### src/rtl/if_fetch_ctrl_pkg.sv
// Shared definitions for the fetch-stage controller.
// Default widths, reset PC and controller state encodings.
package if_fetch_ctrl_pkg;

    localparam int IFC_PC_WIDTH   = 10;
    localparam int IFC_INST_WIDTH = 32;
    localparam int IFC_RESET_PC   = 0;

    typedef enum logic [1:0] {
        IFC_BOOT = 2'd0,
        IFC_RUN  = 2'd1,
        IFC_HOLD = 2'd2
    } ifc_state_e;

endpackage

### src/rtl/if_fetch_ctrl_hold_buf.sv
// Stall holding register for the fetch stage.
// Captures pc+inst on load; sel picks held or live path.
module if_hold_buf
    import if_fetch_ctrl_pkg::*;
#(
    parameter int PC_WIDTH   = IFC_PC_WIDTH,
    parameter int INST_WIDTH = IFC_INST_WIDTH
) (
    input  logic                  clk,
    input  logic                  rst,
    input  logic                  load,
    input  logic                  sel,
    input  logic [PC_WIDTH-1:0]   live_pc,
    input  logic [INST_WIDTH-1:0] live_inst,
    output logic [PC_WIDTH-1:0]   pc,
    output logic [INST_WIDTH-1:0] inst
);

    logic [PC_WIDTH-1:0]   hold_pc;
    logic [INST_WIDTH-1:0] hold_inst;

    // Capture the presented instruction when the stage starts holding.
    always_ff @(posedge clk) begin
        if (!rst) begin
            hold_pc   <= '0;
            hold_inst <= '0;
        end else if (load) begin
            hold_pc   <= live_pc;
            hold_inst <= live_inst;
        end
    end

    assign pc   = sel ? hold_pc   : live_pc;
    assign inst = sel ? hold_inst : live_inst;

endmodule

### src/rtl/if_fetch_ctrl.sv
// Fetch-stage controller: PC generation, BRAM request issue,
// stall holding and redirect, aligned across 1-cycle read latency.
module if_fetch_ctrl
    import if_fetch_ctrl_pkg::*;
#(
    parameter int PC_WIDTH   = IFC_PC_WIDTH,
    parameter int INST_WIDTH = IFC_INST_WIDTH,
    parameter int RESET_PC   = IFC_RESET_PC
) (
    input  logic                  clk,
    input  logic                  rst,
    input  logic                  stall_i,
    input  logic                  redirect_i,
    input  logic [PC_WIDTH-1:0]   redirect_pc_i,
    output logic                  imem_en_o,
    output logic [PC_WIDTH-1:0]   imem_addr_o,
    input  logic [INST_WIDTH-1:0] imem_rdata_i,
    output logic                  if_valid_o,
    output logic [PC_WIDTH-1:0]   if_pc_o,
    output logic [INST_WIDTH-1:0] if_inst_o
);

    localparam logic [PC_WIDTH-1:0] RST_PC = PC_WIDTH'(RESET_PC);
    localparam logic [PC_WIDTH-1:0] PC_ONE = PC_WIDTH'(1);

    ifc_state_e            state_q, state_d;
    logic [PC_WIDTH-1:0]   fetch_q, fetch_d;
    logic [PC_WIDTH-1:0]   req_pc_q, req_pc_d;
    logic                  req_valid_q, req_valid_d;
    logic                  hold_sel, hold_load;
    logic [PC_WIDTH-1:0]   buf_pc;
    logic [INST_WIDTH-1:0] buf_inst;

    assign hold_sel = (state_q == IFC_HOLD);

    // State and request tracking registers.
    always_ff @(posedge clk) begin
        if (!rst) begin
            state_q     <= IFC_BOOT;
            fetch_q     <= RST_PC;
            req_valid_q <= 1'b0;
            req_pc_q    <= '0;
        end else begin
            state_q     <= state_d;
            fetch_q     <= fetch_d;
            req_valid_q <= req_valid_d;
            req_pc_q    <= req_pc_d;
        end
    end

    // Next state, BRAM issue and output qualification.
    always_comb begin
        state_d     = state_q;
        fetch_d     = fetch_q;
        req_valid_d = req_valid_q;
        req_pc_d    = req_pc_q;
        hold_load   = 1'b0;
        imem_en_o   = 1'b0;
        imem_addr_o = fetch_q;
        if_valid_o  = 1'b0;
        unique case (state_q)
            IFC_BOOT: begin
                imem_en_o   = 1'b1;
                imem_addr_o = RST_PC;
                state_d     = IFC_RUN;
                req_valid_d = 1'b1;
                req_pc_d    = RST_PC;
                fetch_d     = RST_PC + PC_ONE;
            end
            IFC_RUN, IFC_HOLD: begin
                if_valid_o = hold_sel | req_valid_q;
                if (redirect_i) begin
                    // killed instruction is never presented
                    if_valid_o  = 1'b0;
                    imem_en_o   = 1'b1;
                    imem_addr_o = redirect_pc_i;
                    state_d     = IFC_RUN;
                    req_valid_d = 1'b1;
                    req_pc_d    = redirect_pc_i;
                    fetch_d     = redirect_pc_i + PC_ONE;
                end else if (stall_i && if_valid_o) begin
                    hold_load = !hold_sel;
                    state_d   = IFC_HOLD;
                end else begin
                    imem_en_o   = 1'b1;
                    imem_addr_o = fetch_q;
                    state_d     = IFC_RUN;
                    req_valid_d = 1'b1;
                    req_pc_d    = fetch_q;
                    fetch_d     = fetch_q + PC_ONE;
                end
            end
            default: state_d = IFC_BOOT;
        endcase
        if (!rst) begin
            imem_en_o  = 1'b0;
            if_valid_o = 1'b0;
        end
    end

    if_hold_buf #(
        .PC_WIDTH   (PC_WIDTH),
        .INST_WIDTH (INST_WIDTH)
    ) u_hold (
        .clk       (clk),
        .rst       (rst),
        .load      (hold_load),
        .sel       (hold_sel),
        .live_pc   (req_pc_q),
        .live_inst (imem_rdata_i),
        .pc        (buf_pc),
        .inst      (buf_inst)
    );

    assign if_pc_o   = rst ? buf_pc   : '0;
    assign if_inst_o = rst ? buf_inst : '0;

endmodule

### config.mk
export PLATFORM = sky130hd
export DESIGN_NAME = if_fetch_ctrl
export DESIGN_NICKNAME = d
export VERILOG_FILES = /design/src/rtl/if_fetch_ctrl_pkg.sv /design/src/rtl/if_fetch_ctrl_hold_buf.sv /design/src/rtl/if_fetch_ctrl.sv
export SDC_FILE = /design/constraint.sdc
export NUM_CORES = 1
export LEC_CHECK = 0
export ABC_AREA = 1
export CAP_MARGIN = 0
export CORE_MARGIN = 4
export CORE_UTILIZATION = 50
export CTS_CLUSTER_DIAMETER = 100
export DETAILED_ROUTE_END_ITERATION = 10
export HOLD_SLACK_MARGIN = 0.02
export PLACE_DENSITY = 0.85
export SYNTH_ARGS = -nofsm -noshare
export SYNTH_HDL_FRONTEND = slang
export SYNTH_SLANG_ARGS = --single-unit
export TNS_END_PERCENT = 100
### constraint.sdc
create_clock -name clk -period 3.9 [get_ports clk]
set_input_delay 0.78 -clock clk [delete_from_list [all_inputs] [get_ports clk]]
set_output_delay 0.78 -clock clk [all_outputs]
set_load 0.02 [all_outputs]
Yosys cells after proc, flatten, opt, wreduce, memory -nomap -nowiden --
Cells that the tools add are included.
Word-level totals: register bits after elaboration 65, output and inout bits 54, logic and storage cells 46
Operators by class: $add $sub $neg 2, equal/unequal tests 3, mux-type cells 28, bitwise gates (word level) 1, reduce and logical (&&, ||, !) cells 6
Operators by type and width (number):
- $mux W10 | 7
- $mux W32 | 2
- $pmux W10 S2 | 3
- $add A10 B1 Y10 const B | 2
- $mux W1 | 11
- $mux W2 | 2
- $pmux W1 S2 | 2
- $pmux W2 S2 | 1
- $ne A3 B3 Y1 const B | 1
- $eq A2 B1 Y1 const B | 1
- $eq A2 B2 Y1 const B | 1
- $logic_not A2 Y1 | 1
- $reduce_and A2 Y1 | 1
- $reduce_bool A2 Y1 | 1
- $reduce_or A2 Y1 | 1
- $logic_and A1 B1 Y1 | 1
- $logic_not A1 Y1 | 1
- $or A1 B1 Y1 | 1

Longest topological paths before layout --
Gate-level depths: netlist of run 1.
depth after elaboration 7, mapped depth 10

Modules after synthesis --
Synthesis of run 1 repeated with hierarchy kept, for this count alone.
Unflattened totals: cell total of the unflattened synthesis 654, area total of the unflattened synthesis 3883.7 um^2
Modules (own cells, without submodules):
- if_hold_buf | instances 1, cells each 359, area an instance 2124.5 um^2, seq. area each 840.8 um^2
- if_fetch_ctrl | instances 1, cells each 295, area an instance 1759.2 um^2, seq. area each 460.4 um^2

Least setup slack after synthesis of run 1 --
No wires, ideal clock.
path kind input to output, from in rst, to out if_inst_o[0], arrival 1684 ps, data required time 3120 ps, path slack 1436 ps, stages on the path 4, buffers on the path 2, path through clkbuf_1 clkbuf_1 o21ai_0 a21oi_1
Between the ends: longest elaborated chain between the ends 1
RTL lines:
- from (decl) | RTL line if_fetch_ctrl.sv:11 | input logic rst,
- $mux W32 | RTL line if_fetch_ctrl.sv:116 | assign if_inst_o = rst ? buf_inst : '0;
- to (decl) | RTL line if_fetch_ctrl.sv:20 | output logic [INST_WIDTH-1:0] if_inst_o
No other way between the ends.

Worst setup path in the final report of run 1 --
from in redirect_i, to out imem_addr_o[3]
Between the ends: longest elaborated chain between the ends 2
RTL lines:
- from (decl) | RTL line if_fetch_ctrl.sv:13 | input logic redirect_i,
- $mux W10 | RTL line if_fetch_ctrl.sv:72 | if (redirect_i) begin
- $pmux W10 S2 | RTL line if_fetch_ctrl.sv:61 | unique case (state_q)
- to (decl) | RTL line if_fetch_ctrl.sv:16 | output logic [PC_WIDTH-1:0] imem_addr_o,
No other way between the ends.

==> report_table.html, run 1 <==
<table>
<tr><th>Metric</th><th>Value</th></tr>
<tr><th colspan="2">Status</th></tr>
<tr><td>Run status</td><td>finished clean</td></tr>
<tr><th colspan="2">Critical path</th></tr>
<tr><td>Cell mode on critical path</td><td>clkdlybuf4s50_1</td></tr>
<tr><td>Critical Path RT</td><td>3120 ps</td></tr>
<tr><td>Top fanout value on the critical path</td><td>16</td></tr>
<tr><td>Startpoint types</td><td>input port</td></tr>
<tr><td>WP buf/inv</td><td>3</td></tr>
<tr><td>Worst Setup End Kind</td><td>primary output</td></tr>
<tr><td>Data arrival time of the worst path</td><td>2830 ps</td></tr>
<tr><td>Classification of the worst setup path</td><td>input port to primary output</td></tr>
<tr><td>Maximum single-stage delay on the critical path</td><td>640 ps</td></tr>
<tr><td>Cell with the largest stage delay on the worst path</td><td>clkdlybuf4s50_1</td></tr>
<tr><td>Cell family with most CP delay</td><td>buffers and inverters</td></tr>
<tr><td>Cell-by-cell trace of the critical path</td><td>clkdlybuf4s50_1, o21ai_0, inv_1, o22ai_1, clkdlybuf4s50_1</td></tr>
<tr><th colspan="2">Global route</th></tr>
<tr><td>Total grt overflow</td><td>0</td></tr>
<tr><td>Vias in the first global route</td><td>around 3000</td></tr>
<tr><td>Pin count of the biggest net entering global routing</td><td>85</td></tr>
<tr><td>First-pass GRT wire length</td><td>13040 µm</td></tr>
<tr><td>Total GRT Usage</td><td>0.2050</td></tr>
<tr><td>Initial antenna violation count</td><td>0</td></tr>
<tr><th colspan="2">Timing</th></tr>
<tr><td>Final worst-path cycle share</td><td>0.9251</td></tr>
<tr><td>Number of failing hold endpoints at the final stage</td><td>0</td></tr>
<tr><td>Transition time at the pin with the least slew margin</td><td>between 700 and 800 ps</td></tr>
<tr><td>Min Clock Period, post-route</td><td>between 3000 and 4000 ps</td></tr>
<tr><td>Number of failing setup endpoints in the final timing report</td><td>0</td></tr>
<tr><td>Max Freq</td><td>277.2 MHz</td></tr>
<tr><td>Pins over their slew limit</td><td>0</td></tr>
<tr><td>Slew headroom</td><td>0.4745</td></tr>
<tr><td>Unrepaired setup endpoints after global routing</td><td>no</td></tr>
<tr><td>Clock tree skew after final layout</td><td>8.617 ps</td></tr>
<tr><td>TNS Setup</td><td>0 ps</td></tr>
<tr><th colspan="2">Drt</th></tr>
<tr><td>Iter 0 DRT Violations</td><td>around 180</td></tr>
<tr><td>Final routed DRC violation total</td><td>0</td></tr>
<tr><td>Post-detailed-routing wire length</td><td>8207 µm</td></tr>
<tr><td>Total via count after detailed routing</td><td>about 3300</td></tr>
<tr><td>Ratio of routed vias to standard cells</td><td>between 5 and 6</td></tr>
<tr><td>DRT antenna net count</td><td>0</td></tr>
<tr><td>First drt pass iteration count</td><td>4</td></tr>
<tr><td>Post-DR wirelength/cell</td><td>12.76 µm</td></tr>
<tr><th colspan="2">Clock tree</th></tr>
<tr><td>Cts repair resizes</td><td>0</td></tr>
<tr><td>Longest Clk Path Bufs</td><td>2</td></tr>
<tr><td>Inserted Clock Buffers</td><td>9</td></tr>
<tr><td>Count of hold buffers inserted by post-cts repair</td><td>0</td></tr>
<tr><td>Clock tree from TritonCTS</td><td>yes</td></tr>
<tr><td>Number of clock sinks</td><td>65</td></tr>
<tr><td>Clock slew at the register clock pins of the worst setup and hold paths</td><td>60 ps</td></tr>
<tr><td>CTS root buf</td><td>clkbuf_8</td></tr>
<tr><td>Count of H-tree levels built during CTS</td><td>3</td></tr>
<tr><td>Number of buffers inserted by post-CTS setup repair</td><td>0</td></tr>
<tr><td>Clock latency on the worst-skew pair</td><td>330 ps</td></tr>
<tr><th colspan="2">Place</th></tr>
<tr><td>Instance area at placement</td><td>4228 µm²</td></tr>
<tr><td>Final weighted congestion in routability-driven placement</td><td>between 0.9 and 1</td></tr>
<tr><td>Final HPWL from detailed placement</td><td>5747 µm</td></tr>
<tr><td>IO buf count</td><td>approximately 100</td></tr>
<tr><th colspan="2">Pwr</th></tr>
<tr><td>Power Density</td><td>about 350 nW/µm²</td></tr>
<tr><td>Sum of internal, switching and leakage power</td><td>1.560 mW</td></tr>
<tr><td>Reported leakage power</td><td>1.628 nW</td></tr>
<tr><td>Largest vdd supply drop</td><td>192.8 µV</td></tr>
<tr><th colspan="2">Die</th></tr>
<tr><td>Die Ht</td><td>89.05 µm</td></tr>
<tr><td>Boundary pin count</td><td>100</td></tr>
<tr><td>Floorplan die width</td><td>between 80 and 90 µm</td></tr>
<tr><td>Core Box Area</td><td>6350 µm²</td></tr>
<tr><td>Floorplan die area</td><td>7930 µm²</td></tr>
<tr><td>Effective utilization at floorplan</td><td>0.5172</td></tr>
<tr><td>Standard-cell row count</td><td>29</td></tr>
<tr><th colspan="2">Synthesis</th></tr>
<tr><td>Register area share after synthesis</td><td>0.3962</td></tr>
<tr><td>Count of unique library cells instantiated by Yosys</td><td>21</td></tr>
<tr><td>Synthesis warning total</td><td>0</td></tr>
<tr><td>Cell count after synthesis</td><td>480</td></tr>
<tr><td>Netlist Area Pre-Place</td><td>3284 µm²</td></tr>
<tr><td>Flip-flop and latch count after synthesis</td><td>65</td></tr>
<tr><td>Synth Area per Inst</td><td>6.843 µm²</td></tr>
<tr><td>Synth Net Count</td><td>530</td></tr>
<tr><th colspan="2">Layout</th></tr>
<tr><td>Growth of design area from synthesis to finish</td><td>34.67%</td></tr>
<tr><td>Share of the core filled with cells</td><td>0.6966</td></tr>
<tr><td>Layout cell share with drive strength beyond 1</td><td>0.05477</td></tr>
<tr><td>Total inserted antenna cells</td><td>0</td></tr>
<tr><td>Final Net Count</td><td>612</td></tr>
<tr><td>Post-Layout Inst Area</td><td>~4400 µm²</td></tr>
<tr><th colspan="2">Flow run</th></tr>
<tr><td>Total of max-cap violations</td><td>0</td></tr>
<tr><th colspan="2">Min path</th></tr>
<tr><td>Class of the worst hold path</td><td>flop to flop</td></tr>
</table>
layout make-up:
class | instances | area [µm²]
fillers | 532 | 1927
multi-input cells | 316 | 1546
flip-flops and latches | 65 | 1301
repair buffers | 104 | 1036
inverters | 66 | 247.7
clock buffers | 12 | 155.1
well taps | 77 | 96.34
clock inverters | 3 | 40.04
worst paths after layout:
check                                  startpoint                  end  slack (ps)  depth (start not counted)
worst min-delay path            u_hold.hold_pc[7]    u_hold.hold_pc[7]         450                          2
worst min register to register  u_hold.hold_pc[7]    u_hold.hold_pc[7]         450                          2
worst max-delay path                   redirect_i       imem_addr_o[3]         290                          5
worst max register to register         state_q[0]  u_hold.hold_inst[8]        1460                          8
power breakdown:
part / switching, mW / internal (mW) / total, mW
combinational: 0.160 / 0.133 / 0.293
clock: 0.240 / 0.325 / 0.565
sequential: 0.0109 / 0.690 / 0.701
logic make-up (layout without fill, tap and decap cells):
kind of cell               Yosys count  after routing  synth area share
AOI/OAI and AO/OA                  209            209            0.3223
adders and majority gates            4              4           0.01524
buffers and inverters               99            185            0.1337
DFF                                 65             65            0.3962
and+or+nand+nor                    103            103            0.1326
tightest hold or removal path: stages (launching register included):
cell     delay (ps)
dfxtp_1         300
inv_1            60
a21oi_1          50
placed cells by master (no fill, tap or decap), drive strengths merged:
cell / count
a21oi: 106
clkdlybuf4s50: 98
o21ai: 97
nand2: 78
inv: 66
dfxtp: 65
clkbuf: 12
nor2: 12
nand3: 7
buf: 6
o22ai: 5
nor3: 4
ha: 4
clkinv: 2
or2: 2
a211oi: 1
bufinv: 1
cells in the mapped netlist:
master / instances / area [µm²]
a211oi_1: 1 / 7.510
a21oi_1: 106 / 530.5
buf_4: 2 / 15.01
buf_6: 8 / 90.09
clkbuf_1: 23 / 86.33
dfxtp_1: 65 / 1301
ha_1: 4 / 50.05
inv_1: 64 / 240.2
inv_2: 2 / 7.510
nand2_1: 76 / 285.3
nand2_2: 2 / 12.51
nand3_1: 7 / 35.03
nor2_1: 9 / 33.78
nor2_4: 3 / 33.78
nor3_1: 4 / 20.02
o21ai_0: 86 / 430.4
o21ai_1: 10 / 50.05
o21ai_2: 1 / 8.760
o22ai_1: 5 / 31.28
or2_2: 1 / 6.260
or2_4: 1 / 8.760
metal layers:
layer | routed length (µm) | GRT usage | vias up | share of wire
li1 | - | - | 1749 | -
met1 | 3774 | 0.2595 | 1453 | 0.46
met2 | 3770 | 0.3462 | 95 | 0.46
met3 | 627 | 0.05530 | 4 | 0.076
met4 | 34 | 0.05413 | 0 | 0.0041
met5 | 0 | 0 | - | 0
per-stage QoR:
step                cells  setup slack [ps]  hold slack [ps]
detailed placement    628             322.2            441.3
global route          643             110.3            470.1
CTS                   643             312.9            451.6
finish                643             292.0            449.9
floorplan             480              1436            429.7
global placement      628             363.2            436.6
registers in the layout, indices dropped and copies added, names as in the netlist:
signal            cells
u_hold.hold_pc       10
state_q               2
fetch_q              10
req_pc_q             10
req_valid_q           1
u_hold.hold_inst     32
Note: power is estimated with default switching activity, not from simulation.
==> run 2: changes to the inputs <==
Settings changed: CTS_CLUSTER_SIZE set to 16.
==> results of run 2 <==
Final layout, timing and power as in run 1 (identical DEF).
